**config.mk**
```make
export PLATFORM = sky130hd
export DESIGN_NAME = writeback_retire_queue
export DESIGN_NICKNAME = d
export VERILOG_FILES = /design/src/rtl/writeback_retire_queue.sv
export SDC_FILE = /design/constraint.sdc
export NUM_CORES = 1
export LEC_CHECK = 0
export ABC_CLOCK_PERIOD_IN_PS = 8100
export CORE_ASPECT_RATIO = 1.4
export CORE_MARGIN = 10
export CORE_UTILIZATION = 55
export CTS_CLUSTER_DIAMETER = 50
export DETAILED_ROUTE_END_ITERATION = 12
export DONT_BUFFER_PORTS = 1
export GPL_TIMING_DRIVEN = 0
export PLACE_DENSITY = 0.7
export SLEW_MARGIN = 15
export SYNTH_ARGS = -nofsm -noshare
export SYNTH_HDL_FRONTEND = slang
export SYNTH_SLANG_ARGS = --single-unit
```
**constraint.sdc**
```tcl
create_clock -name clk -period 8.1 [get_ports clk]
set_clock_uncertainty 0.1 [all_clocks]
set_input_delay 2.025 -clock clk [delete_from_list [all_inputs] [get_ports clk]]
set_output_delay 2.025 -clock clk [all_outputs]
set_load 0.01 [all_outputs]
```
**src/rtl/writeback_retire_queue.sv**
```systemverilog
// writeback_retire_queue: in-order writeback queue; loads wait for in-order data return,
// are aligned/extended at capture, and commit one entry per cycle to the register file.
module writeback_retire_queue #(
    parameter int XLEN       = 32,
    parameter int REG_ADDR_W = 5,
    parameter int DEPTH      = 4
) (
    input  logic                     clk,
    input  logic                     rst,
    input  logic                     in_valid,
    output logic                     in_ready,
    input  logic                     in_we,
    input  logic                     in_is_load,
    input  logic [REG_ADDR_W-1:0]    in_rd,
    input  logic [2:0]               in_funct3,
    input  logic [1:0]               in_addr_lsb,
    input  logic [XLEN-1:0]          in_result,
    input  logic                     ld_rsp_valid,
    input  logic [XLEN-1:0]          ld_rsp_data,
    input  logic                     flush,
    output logic                     rf_we,
    output logic [REG_ADDR_W-1:0]    rf_waddr,
    output logic [XLEN-1:0]          rf_wdata,
    output logic                     retire_valid,
    output logic [$clog2(DEPTH):0]   pending,
    output logic                     err
);
    localparam int AW = $clog2(DEPTH);
    localparam int CW = AW + 1;

    logic                  we_q   [DEPTH];
    logic                  ld_q   [DEPTH];
    logic [REG_ADDR_W-1:0] rd_q   [DEPTH];
    logic [2:0]            f3_q   [DEPTH];
    logic [1:0]            lsb_q  [DEPTH];
    logic [XLEN-1:0]       data_q [DEPTH];
    logic                  ok_q   [DEPTH];

    logic [AW-1:0]         head_q, tail_q;
    logic [CW-1:0]         cnt_q, cnt_d, disc_q, disc_d;
    logic                  err_q, rf_we_q, retire_q;
    logic [REG_ADDR_W-1:0] rf_waddr_q;
    logic [XLEN-1:0]       rf_wdata_q;

    logic                  fnd;
    logic [AW-1:0]         fidx, idx;
    logic [CW-1:0]         outst;
    logic                  acc, pop, drop, fill, bad;
    logic [XLEN-1:0]       w, aligned;
    logic [2:0]            f3;

    // Oldest unfilled load and number of unfilled loads among occupied entries
    always_comb begin
        fnd   = 1'b0;
        fidx  = '0;
        idx   = head_q;
        outst = '0;
        for (int i = 0; i < DEPTH; i++) begin
            idx = head_q + AW'(i);
            if (CW'(i) < cnt_q && ld_q[idx] && !ok_q[idx]) begin
                outst = outst + CW'(1);
                fidx  = fnd ? fidx : idx;
                fnd   = 1'b1;
            end
        end
    end

    assign in_ready = !flush && ({1'b0, cnt_q} + {1'b0, disc_q}) < (CW+1)'(DEPTH);
    assign acc      = in_valid && in_ready;
    assign pop      = cnt_q != '0 && ok_q[head_q] && !flush;
    assign drop     = ld_rsp_valid && disc_q != '0;
    assign fill     = ld_rsp_valid && !drop && fnd;
    assign bad      = ld_rsp_valid && !drop && !fnd;

    assign f3      = f3_q[fidx];
    assign w       = ld_rsp_data >> {lsb_q[fidx], 3'b000};
    assign aligned = f3 == 3'b000 ? {{(XLEN-8){w[7]}}, w[7:0]} :
                     f3 == 3'b001 ? {{(XLEN-16){w[15]}}, w[15:0]} :
                     f3 == 3'b100 ? XLEN'(w[7:0]) :
                     f3 == 3'b101 ? XLEN'(w[15:0]) : w;

    // A response landing on the flush edge is applied before the remaining unfilled loads are counted
    assign disc_d = disc_q - CW'(drop) + (flush ? outst - CW'(fill) : '0);
    assign cnt_d  = flush ? '0 : cnt_q + CW'(acc) - CW'(pop);

    always_ff @(posedge clk) begin
        if (acc) begin
            we_q[tail_q]   <= in_we;
            ld_q[tail_q]   <= in_is_load;
            rd_q[tail_q]   <= in_rd;
            f3_q[tail_q]   <= in_funct3;
            lsb_q[tail_q]  <= in_addr_lsb;
            data_q[tail_q] <= in_result;
            ok_q[tail_q]   <= !in_is_load;
        end
        if (fill) begin
            data_q[fidx] <= aligned;
            ok_q[fidx]   <= 1'b1;
        end
    end

    always_ff @(posedge clk or negedge rst) begin
        if (!rst) begin
            head_q     <= '0;
            tail_q     <= '0;
            cnt_q      <= '0;
            disc_q     <= '0;
            err_q      <= 1'b0;
            rf_we_q    <= 1'b0;
            retire_q   <= 1'b0;
            rf_waddr_q <= '0;
            rf_wdata_q <= '0;
        end else begin
            head_q   <= flush ? '0 : head_q + AW'(pop);
            tail_q   <= flush ? '0 : tail_q + AW'(acc);
            cnt_q    <= cnt_d;
            disc_q   <= disc_d;
            err_q    <= err_q | bad;
            rf_we_q  <= pop && we_q[head_q] && rd_q[head_q] != '0;
            retire_q <= pop;
            if (pop) begin
                rf_waddr_q <= rd_q[head_q];
                rf_wdata_q <= data_q[head_q];
            end
        end
    end

    assign rf_we        = rf_we_q;
    assign rf_waddr     = rf_waddr_q;
    assign rf_wdata     = rf_wdata_q;
    assign retire_valid = retire_q;
    assign pending      = cnt_q;
    assign err          = err_q;
endmodule

```
==> run summary, run 1 <==
For this run, the detailed router's first-pass iteration total came to 6. The number of clock sinks came out at 230. The utilization after layout is 0.6180.

The total negative slack is 0 ps. For flop-to-flop paths, the worst setup slack is 940 ps. After clock tree synthesis, the flow added hold-fix buffers numbering 0. The layout overhead on the synthesized area came out at 10.28%. The row count is 63.

The number of buffers inserted to repair setup after CTS came out at 0. The die covers 0.02806 mm^2. The global routing usage summed across all routing layers came out at 0.2409.

CTS built an H-tree with a depth of 1. The number of global-route vias before repair came out at 8574. The instance count of the mapped netlist came out at 872.

The library cell used most frequently in the layout, excluding fill and tap cells, is sky130_fd_sc_hd__edfxtp_1. In the post-synthesis netlist, the biggest area contributors are sky130_fd_sc_hd__edfxtp_1, sky130_fd_sc_hd__dfrtp_1, sky130_fd_sc_hd__mux4_2, sky130_fd_sc_hd__mux2_2, sky130_fd_sc_hd__a31oi_1. The design internal power came out at 3048 uW.

The horizontal die dimension came out at 144.5 um. After layout, the worst setup slack is 940.1 ps. The share of flip-flops with an asynchronous set or reset after synthesis came out at 0.2174.

Clock latency on the worst-skew pair, taken at its later pin, is 520 ps. Across the run, the number of max-cap violations was 0. The final hold violation count came to 0. For this run, the register share of the synthesized area comes to 0.5548. The relative slew slack came out at 0.2462. At the pin with the least slew margin, the transition time is 1122 ps.

Summed over all layers, the global routing overflow is 0. The synthesized design spends more area on one cell type than any other, namely sky130_fd_sc_hd__edfxtp_1. The time the final worst path needs with I/O delays and setup is 7160 ps.

Setup repair after global routing left no endpoint under its margin. The startpoint-to-endpoint class of the critical path is register to register. In this run the tool buffered the top-level ports with 0 buffer cells. Yosys printed 0 warnings. The arrival time at the worst endpoint is 7200 ps.

The initial antenna violation count came to 7. The number of pins exceeding their max-slew limit in the final report came to 0. The launch instance of the worst register-to-register path is head_q[0].

In this run the worst hold path is classified as register to register. STA classifies the critical path endpoint as a register. The first global-routing pass estimated 51330 um of wire. In this run, synthesis produced a sequential element count of 230. The design draws 5112 uW. The maximum buffer depth of the clock tree is 3. Timing would allow up to 139.7 MHz. The I/O pin count came out at 125. Of the total power, the share spent switching nets is 0.4037. Of all nets on the critical path, the largest fanout is 32. The count of distinct cell types in the synthesized netlist came out at 71. Setup violations remaining at the end of the flow were counted as 0. The analysis attributes to cell leakage a power of 0.004508 uW. The remaining design rule violation count came out at 0. The vertical die dimension came out at 194.2 um.

Data on the critical path is required at its endpoint by 8140 ps. The highest ir drop seen on vdd came out at 208.6 uV. The cell depth of the worst flop-to-flop path came out at 16. In this run the power density over the cells is 388.7 mW/mm^2. The path with the worst hold slack has its endpoint at ok_q[1]. The cell sitting at the root of the clock tree is a sky130_fd_sc_hd__clkbuf_16. The number of design-rule violations left by the first detailed-router iteration is 1034. The number of nets with antenna violations after detailed routing came out at 0.

The synthesized area came out at 0.01193 mm^2. Each instance of the synthesized netlist takes up on average 13.68 um^2. The number of flops mapped to enable cells by yosys is 176. In the layout the commonest cells are sky130_fd_sc_hd__edfxtp_1, sky130_fd_sc_hd__mux2_2, sky130_fd_sc_hd__a31oi_1, sky130_fd_sc_hd__o22ai_1, sky130_fd_sc_hd__dfrtp_1. The total of fill cells in the finished design came out at 1701. The CTS tree is yes. In the finished design, the share of the clock period the worst path needs comes to 0.8839. The share of post-route cells with drive strength above 1 came out at 0.2383.

STA classifies the critical path startpoint as a register. The share of synthesized area in the top cell type comes to 0.4431. The placeable core area came out at 0.02128 mm^2. Of the total power, registers draw 0.326.

The end of the worst register-to-register path is data_q[0][28]. The number of buffers inserted during clock tree synthesis is 24. The pin count of the biggest net entering global routing came out at 51. The worst hold path stage count is 2.

The start point of the worst min-delay path is ok_q[1]. The clock-pin slew of the registers on the worst-case setup and hold paths is 60 ps. Timing analysis after detailed placement gives a worst setup slack of 900.8 ps. The final layout net count came out at 1003. The switching power of the nets is 2064 uW.

The number of nets produced by synthesis is 973. The routed via count is 8316. The initial core utilization came out at 0.5604. The number of vias per cell came out at 7.041. The routability congestion estimate is 0.9340. The number of gates resized after cts came out at 0. The clock network power share came out at 0.218.

The HPWL reported at the end of detailed placement is 24700 um. The flow ran to the end, and the final reports show no timing, DRC or antenna violations. Summed over all layers, the routed wires come to 34350 um. The commonest register cell after synthesis is sky130_fd_sc_hd__edfxtp_1. The combinational group share of total power came out at 0.457.

In the final routed layout, each cell accounts on average for 29.08 um.
## worst max-delay path, stage by stage, from the launching register on
cell and delay [ps]:
sky130_fd_sc_hd__dfrtp_1 390, sky130_fd_sc_hd__buf_2 230, sky130_fd_sc_hd__buf_2 310, sky130_fd_sc_hd__buf_1 730, sky130_fd_sc_hd__buf_1 850, sky130_fd_sc_hd__o211ai_1 200
sky130_fd_sc_hd__o211a_1 240, sky130_fd_sc_hd__inv_1 100, sky130_fd_sc_hd__ha_1 310, sky130_fd_sc_hd__inv_1 90, sky130_fd_sc_hd__o21ai_0 190, sky130_fd_sc_hd__o211ai_1 150
sky130_fd_sc_hd__a32o_1 300, sky130_fd_sc_hd__clkbuf_1 230, sky130_fd_sc_hd__nor3_1 960, sky130_fd_sc_hd__clkbuf_1 480, sky130_fd_sc_hd__or2_2 890
## power groups by stage
stage	Clock, uW	Combinational [uW]	Sequential, uW
CTS	1120	2290	1670
finish	1110	2330	1670
global placement	0	2250	1690
global route	1170	2500	1690
floorplan	0	1710	1640
detailed placement	0	2280	1700
## sequential cells by signal, summed over array words and instances, names as in the netlist, 5 cells and up
signal	cells
lsb_q	8
f3_q	12
rf_wdata	32
rf_waddr	5
data_q	128
rd_q	20
## metal layers
layer	global-route usage	up-vias	wire length, um
li1	-	3596	-
met1	0.2613	4080	11460
met2	0.4072	503	17260
met5	0.009381	-	59
met3	0.08529	129	3953
met4	0.1103	8	1622
## how the worst max path moves through the flow
stage	start	endpoint	slack [ps]	cells past startpoint
floorplan	flush	data_q[2][0]	2130	5
global placement	head_q[0]	data_q[2][15]	-640	16
detailed placement	head_q[0]	data_q[0][13]	900	16
CTS	head_q[0]	data_q[0][28]	870	16
global route	head_q[0]	data_q[0][28]	370	16
finish	head_q[0]	data_q[0][28]	940	16
## Yosys cell counts (all sizes together) (3+ instances only)
cell type    n
a211o        3
nor2b        9
mux4        41
and2        12
a31oi       79
dfrtp       50
nand2b       8
o21ai       15
nor2        18
mux2        86
edfxtp     176
a221o       34
ha          18
or3          3
clkbuf      37
o22ai       67
xnor2        8
nand2       46
a21oi       11
buf         31
o211ai       6
and4         3
inv         22
nand3       32
and3         4
dfxtp        4
nor3         8
or2          3
## kinds of logic (layout without fill, tap and decap cells)
group,Yosys count,in the layout,synth area share
compound gates,241,241,0.1454
xor+xnor,10,10,0.007344
other cells,0,2,0
simple gates,153,153,0.07186
flops,230,230,0.5548
mux,128,128,0.1595
buf+inv,90,137,0.03892
fa+ha+maj,20,20,0.02224
## cell type report
cell class / count / area, um^2 / area share
diodes: 2 / 5.005 / 0.0003805
plain buffers: 68 / 382.9 / 0.02911
clock buffers: 30 / 664.4 / 0.05051
clock inverters: 13 / 131.4 / 0.009989
inverters: 22 / 82.58 / 0.006279
multi-input cells: 552 / 4870 / 0.3702
flip-flops and latches: 230 / 6616 / 0.5030
well taps: 260 / 325.3 / 0.02473
repair buffers: 4 / 75.07 / 0.005708
## stage by stage
step | cells | cell area (um^2) | hold slack (ps)
after floorplan | 872 | 11930 | 381.6
after global placement | 1132 | 12250 | 409.5
after detailed placement | 1136 | 12350 | 417.5
after CTS | 1179 | 13150 | 426.4
after global routing | 1180 | 13150 | 442.3
final | 1181 | 13150 | 424.2
(Power assumes the default switching activity.)
==> inputs of run 2 (changes only) <==
Settings changed: ABC_AREA set to 1, CORE_ASPECT_RATIO 1.4 to 1.25.
==> run 2 against run 1 <==
Net effect: non-clock buffer count decreased by 2; largest cell class unchanged; clock-buffer cell count up 5; die area decreased by 1.0%; sequential share of layout area rose by 0.57 points; synthesized cell count grew 48%; fmax increased by 36%; largest power group unchanged.
==> run summary, run 2 <==
The maximum buffer depth of the clock tree came out at 3 (unchanged). The largest family of logic cells by synthesized area is simple AND/OR/NAND/NOR gates. The worst hold path belongs to the class register to register. The CTS tree is yes. The sum of overflow across all layers after global routing came out at 0 (unchanged). The number of nets produced by synthesis is 1393 (+43%). The setup-violating endpoint count in the final report is 0 (unchanged). The placeable core area was 0.02097 mm^2 (-1.5%). The vertical die dimension was 183.8 um (-5.4%). The area fraction in compound gates after synthesis is 0.08255 (-0.06286). The global routing usage summed across all routing layers is 0.2486 (+0.007760). Clock tree synthesis selected as its root buffer the cell sky130_fd_sc_hd__clkbuf_16.

The number of flops mapped to enable cells by yosys came to 176 (unchanged). After synthesis, the cell types taking the most area are sky130_fd_sc_hd__edfxtp_1, sky130_fd_sc_hd__nand2_1, sky130_fd_sc_hd__dfrtp_1, sky130_fd_sc_hd__a41oi_1, sky130_fd_sc_hd__nand3_1. The share of post-route cells with drive strength above 1 came out at 0.1066 (-0.1317).

Relative to the synthesized area, the layout overhead comes to 10.14%. The utilization after layout is 0.6203 (+0.002326). The area of the die was 0.02777 mm^2 (-1.0%).

The horizontal die dimension came out at 151.1 um (+4.6%). The relative slew slack came out at 0.3049 (+0.05877). Broken down by cell family, the worst path's largest delay share belongs to simple AND/OR/NAND/NOR gates.

The number of buffers and inverters on the critical path is 1 (-7). Counting instances in the post-synthesis netlist gives the leading cell types as sky130_fd_sc_hd__nand2_1, sky130_fd_sc_hd__edfxtp_1, sky130_fd_sc_hd__nor2_1, sky130_fd_sc_hd__inv_1, sky130_fd_sc_hd__nand3_1. The global-route wire length before repair is 52670 um (+2.6%).

The clock-pin slew of the registers on the worst-case setup and hold paths came out at 60 ps (about the same). The number of buffers inserted to repair setup after CTS came out at 0 (unchanged). More flip-flops sit in one register than any other, and that register is data_q. Setup repair after global routing left no endpoint under its margin. The placed instance count is 1571 (+38%). The I/O pin count was 125 (unchanged).

The critical path depth came out at 3 (-13). The final layout net count came out at 1425 (+42%). The number of pins exceeding their max-slew limit in the final report is 0 (unchanged).

The routability congestion estimate was 0.9644 (+3.3%). The number of max-cap violations came out at 0 (unchanged). The cell leakage power is 0.005527 uW (+23%). The reg2reg setup slack is 3750 ps (+2810 ps).

The area of all sequential standard cells was 0.006616 mm^2 (unchanged). The remaining design rule violation count is 0 (unchanged). Among all flip-flop cells after synthesis, the most frequent one is sky130_fd_sc_hd__edfxtp_1. The arrival time at the worst endpoint came out at 3130 ps (-4070 ps). The number of hold buffers added after CTS came out at 0 (unchanged). The number of storage elements in the synthesis netlist is 230 (unchanged). The area share of the leading cell type in the synthesized netlist is 0.4476 (+0.004461).

The share of flip-flops with an asynchronous set or reset after synthesis is 0.2174 (unchanged). The number of vias per cell came out at 5.888 (-16%). The multi-input combinational cell area is 0.004659 mm^2 (-4.3%). The library cell used most frequently in the layout, excluding fill and tap cells, is sky130_fd_sc_hd__nand2_1.

The multiplexer share of the synthesized area is 0.0008477 (-0.1586). The setup path with the least slack is of type input pin to primary output. The endpoint identified for the worst register-to-register timing path is disc_q[2].

The count of distinct cell types in the synthesized netlist came out at 44 (-38%). The fraction of the yosys area taken by sequential cells is 0.5603 (+0.005585). Leaving out fill and tap cells, the most frequent cells in the layout are sky130_fd_sc_hd__nand2_1, sky130_fd_sc_hd__edfxtp_1, sky130_fd_sc_hd__nor2_1, sky130_fd_sc_hd__inv_1, sky130_fd_sc_hd__nand3_1. The cell depth of the worst flop-to-flop path is 21 (+5). The non-filler instance count after layout is 1616 (+37%). The number of diodes is 0 (-2).

The insertion delay of the later-clocked pin in the worst-skew pair came out at 520 ps (about the same). The average size of a mapped cell is 9.139 um^2 (-33%). The total negative slack was 0 ps (unchanged). The cell accounting for the most synthesized area is sky130_fd_sc_hd__edfxtp_1.

The Yosys warning count is 0 (unchanged). The highest ir drop seen on vdd came to 244.3 uV (+17%). The parity-gate share of the synthesized area counting xor and xnor cells came out at 0.005934 (-0.001410). The share of the clock period used by the worst path is 0.6487 (-0.2352). The detailed-route wire length is 34800 um (+1.3%). Walking the worst path, the cells encountered are clkbuf_1 > or4_1 > a31oi_1. The number of gates resized after cts is 0 (unchanged).

The number of levels the H-tree was split into came to 1 (unchanged). The startpoint identified for the worst register-to-register timing path is head_q[0]. The HPWL reported at the end of detailed placement came to 23730 um (-3.9%).

The total of fill cells in the finished design is 1773 (+4.2%). The element type at the critical path start is an input pin. The number of clock sinks came out at 230 (unchanged).

The synthesized area is 0.01181 mm^2 (-1.0%). Yosys instantiated no cell more often than sky130_fd_sc_hd__nand2_1. For this design, the slowest cell found on the critical path is sky130_fd_sc_hd__or4_1. The transition at the pin with the smallest max-transition slack came out at 1043 ps (-79.53 ps). The critical-path maximum fanout was 10 (-69%).

The power per standard cell area came to 379.4 mW/mm^2 (-2.4%). The routed wirelength normalized by instance count is 21.54 um (-26%). The number of nets with antenna violations after detailed routing is 0 (unchanged). The final hold violation count is 0 (unchanged). The number of design-rule violations left by the first detailed-router iteration is 939 (-9.2%).

The pin count of the biggest net entering global routing came out at 51 (unchanged). The number of input and output port buffers inserted came out at 0 (unchanged). The number of global-route vias before repair is 9285 (+8.3%). The instance count of the mapped netlist is 1292 (+48%). The count of TritonRoute iterations in the first routing pass was 5 (-1). The achievable frequency is 190.3 MHz (+36%).

The most critical setup path has its startpoint at flush. The initial antenna violation count was 0 (-7). The critical path ends at in_ready. The endpoint kind of the worst setup timing path is a primary output. The synthesized-area fraction occupied by adder cells came out at 0.02246 (+0.0002239). The required time of the critical path is 5980 ps (-2160 ps). The delay of the slowest cell on the worst path is 560 ps (-400 ps).

The row count came out at 59 (-6.3%). The run finished with clean final reports. The initial core utilization came out at 0.5632 (+0.002825). The time the final worst path needs with I/O delays and setup came out at 5255 ps (-1905 ps).

The routed via count was 9515 (+14%). The number of flip-flops in the largest register is 128 (unchanged). The simple-gate area share of the yosys netlist came out at 0.2809 (+0.2091).

The number of buffers inserted during clock tree synthesis is 25 (+4.2%).
-- run 2: changes by cell type after synthesis, moves of 22 or more --
cell                      before  now
sky130_fd_sc_hd__o21ai_0      13   41
sky130_fd_sc_hd__a31oi_1      79    2
sky130_fd_sc_hd__o22ai_1      67    1
sky130_fd_sc_hd__a41oi_1       0   32
sky130_fd_sc_hd__nand2_1      44  575
sky130_fd_sc_hd__nand3_1      29   53
sky130_fd_sc_hd__mux2_2       81    0
sky130_fd_sc_hd__inv_1        22   53
sky130_fd_sc_hd__nor2_1       17   57
sky130_fd_sc_hd__a22oi_1       1   33
sky130_fd_sc_hd__nand2_4       1   23
sky130_fd_sc_hd__mux4_2       41    0
sky130_fd_sc_hd__a221o_1      34    0
sky130_fd_sc_hd__nand2_2       1   34
-- run 2: layout make-up --
cell class              instances  share of cell area
clock inverters                10            0.007504
inverters                      62             0.01847
well taps                     274             0.02636
plain buffers                  65             0.02415
multi-input cells             935              0.3583
clock buffers                  35             0.05176
flip-flops and latches        230              0.5088
repair buffers                  5            0.004714
-- run 2: cell families (layout without fill, tap and decap cells) --
logic type / count (synthesis) / count (layout)
compound gates: 139 / 139
simple gates: 767 / 767
mux: 1 / 1
flops: 230 / 230
fa+ha+maj: 20 / 20
xor+xnor: 8 / 8
buf+inv: 127 / 177
-- run 2: report_power, final --
part / switching [uW] / leakage, uW / internal, uW
clock network: 458 / 0.000357 / 615
registers: 178 / 0.00221 / 1480
logic: 1520 / 0.00296 / 683
total: 2160 / 0.00553 / 2770
-- run 2: worst reg2reg max path, cell delays in order, from the launching register on --
cell	delay, ps
sky130_fd_sc_hd__dfrtp_1	490
sky130_fd_sc_hd__buf_6	200
sky130_fd_sc_hd__nand2_1	70
sky130_fd_sc_hd__nand2_1	100
sky130_fd_sc_hd__nand2_1	60
sky130_fd_sc_hd__nand2_1	100
sky130_fd_sc_hd__nand3_1	170
sky130_fd_sc_hd__inv_1	130
sky130_fd_sc_hd__ha_1	250
sky130_fd_sc_hd__or2_2	300
sky130_fd_sc_hd__nand2_1	100
sky130_fd_sc_hd__inv_1	50
sky130_fd_sc_hd__ha_1	260
sky130_fd_sc_hd__mux2i_1	140
sky130_fd_sc_hd__ha_1	250
sky130_fd_sc_hd__or2_2	300
sky130_fd_sc_hd__ha_1	280
sky130_fd_sc_hd__inv_1	60
sky130_fd_sc_hd__fa_1	440
sky130_fd_sc_hd__xor2_1	220
sky130_fd_sc_hd__xnor2_1	140
sky130_fd_sc_hd__inv_1	50
-- run 2: worst min-delay path by stage --
stage	slack, ps	startpoint	end	cells after the start
after floorplan	360	ok_q[2]	ok_q[2]	2
after global placement	370	ok_q[2]	ok_q[2]	2
after global routing	430	ok_q[3]	ok_q[3]	2
final	410	ok_q[2]	ok_q[2]	2
after CTS	420	ok_q[3]	ok_q[3]	2
after detailed placement	410	ok_q[2]	ok_q[2]	2
-- run 2: layer usage --
metal	track usage	wire length, um	up-vias	part of all wire
li1	-	-	4396	-
met2	0.4268	17270	519	0.50
met1	0.2946	12690	4529	0.36
met5	0	0	-	0
met3	0.06379	3759	71	0.11
met4	0.08639	1085	0	0.031
-- run 2: through the flow --
step                cell area (um^2)  power (uW)  setup WS (ps)  hold WS (ps)
finish                         13010        4934           2845         413.2
global route                   13010        5236           2742         434.2
CTS                            13010        4913           2827         419.0
detailed placement             12230        3849           2423         405.1
global placement               12150        3790           1317         371.1
floorplan                      11810        3248           2768         358.4
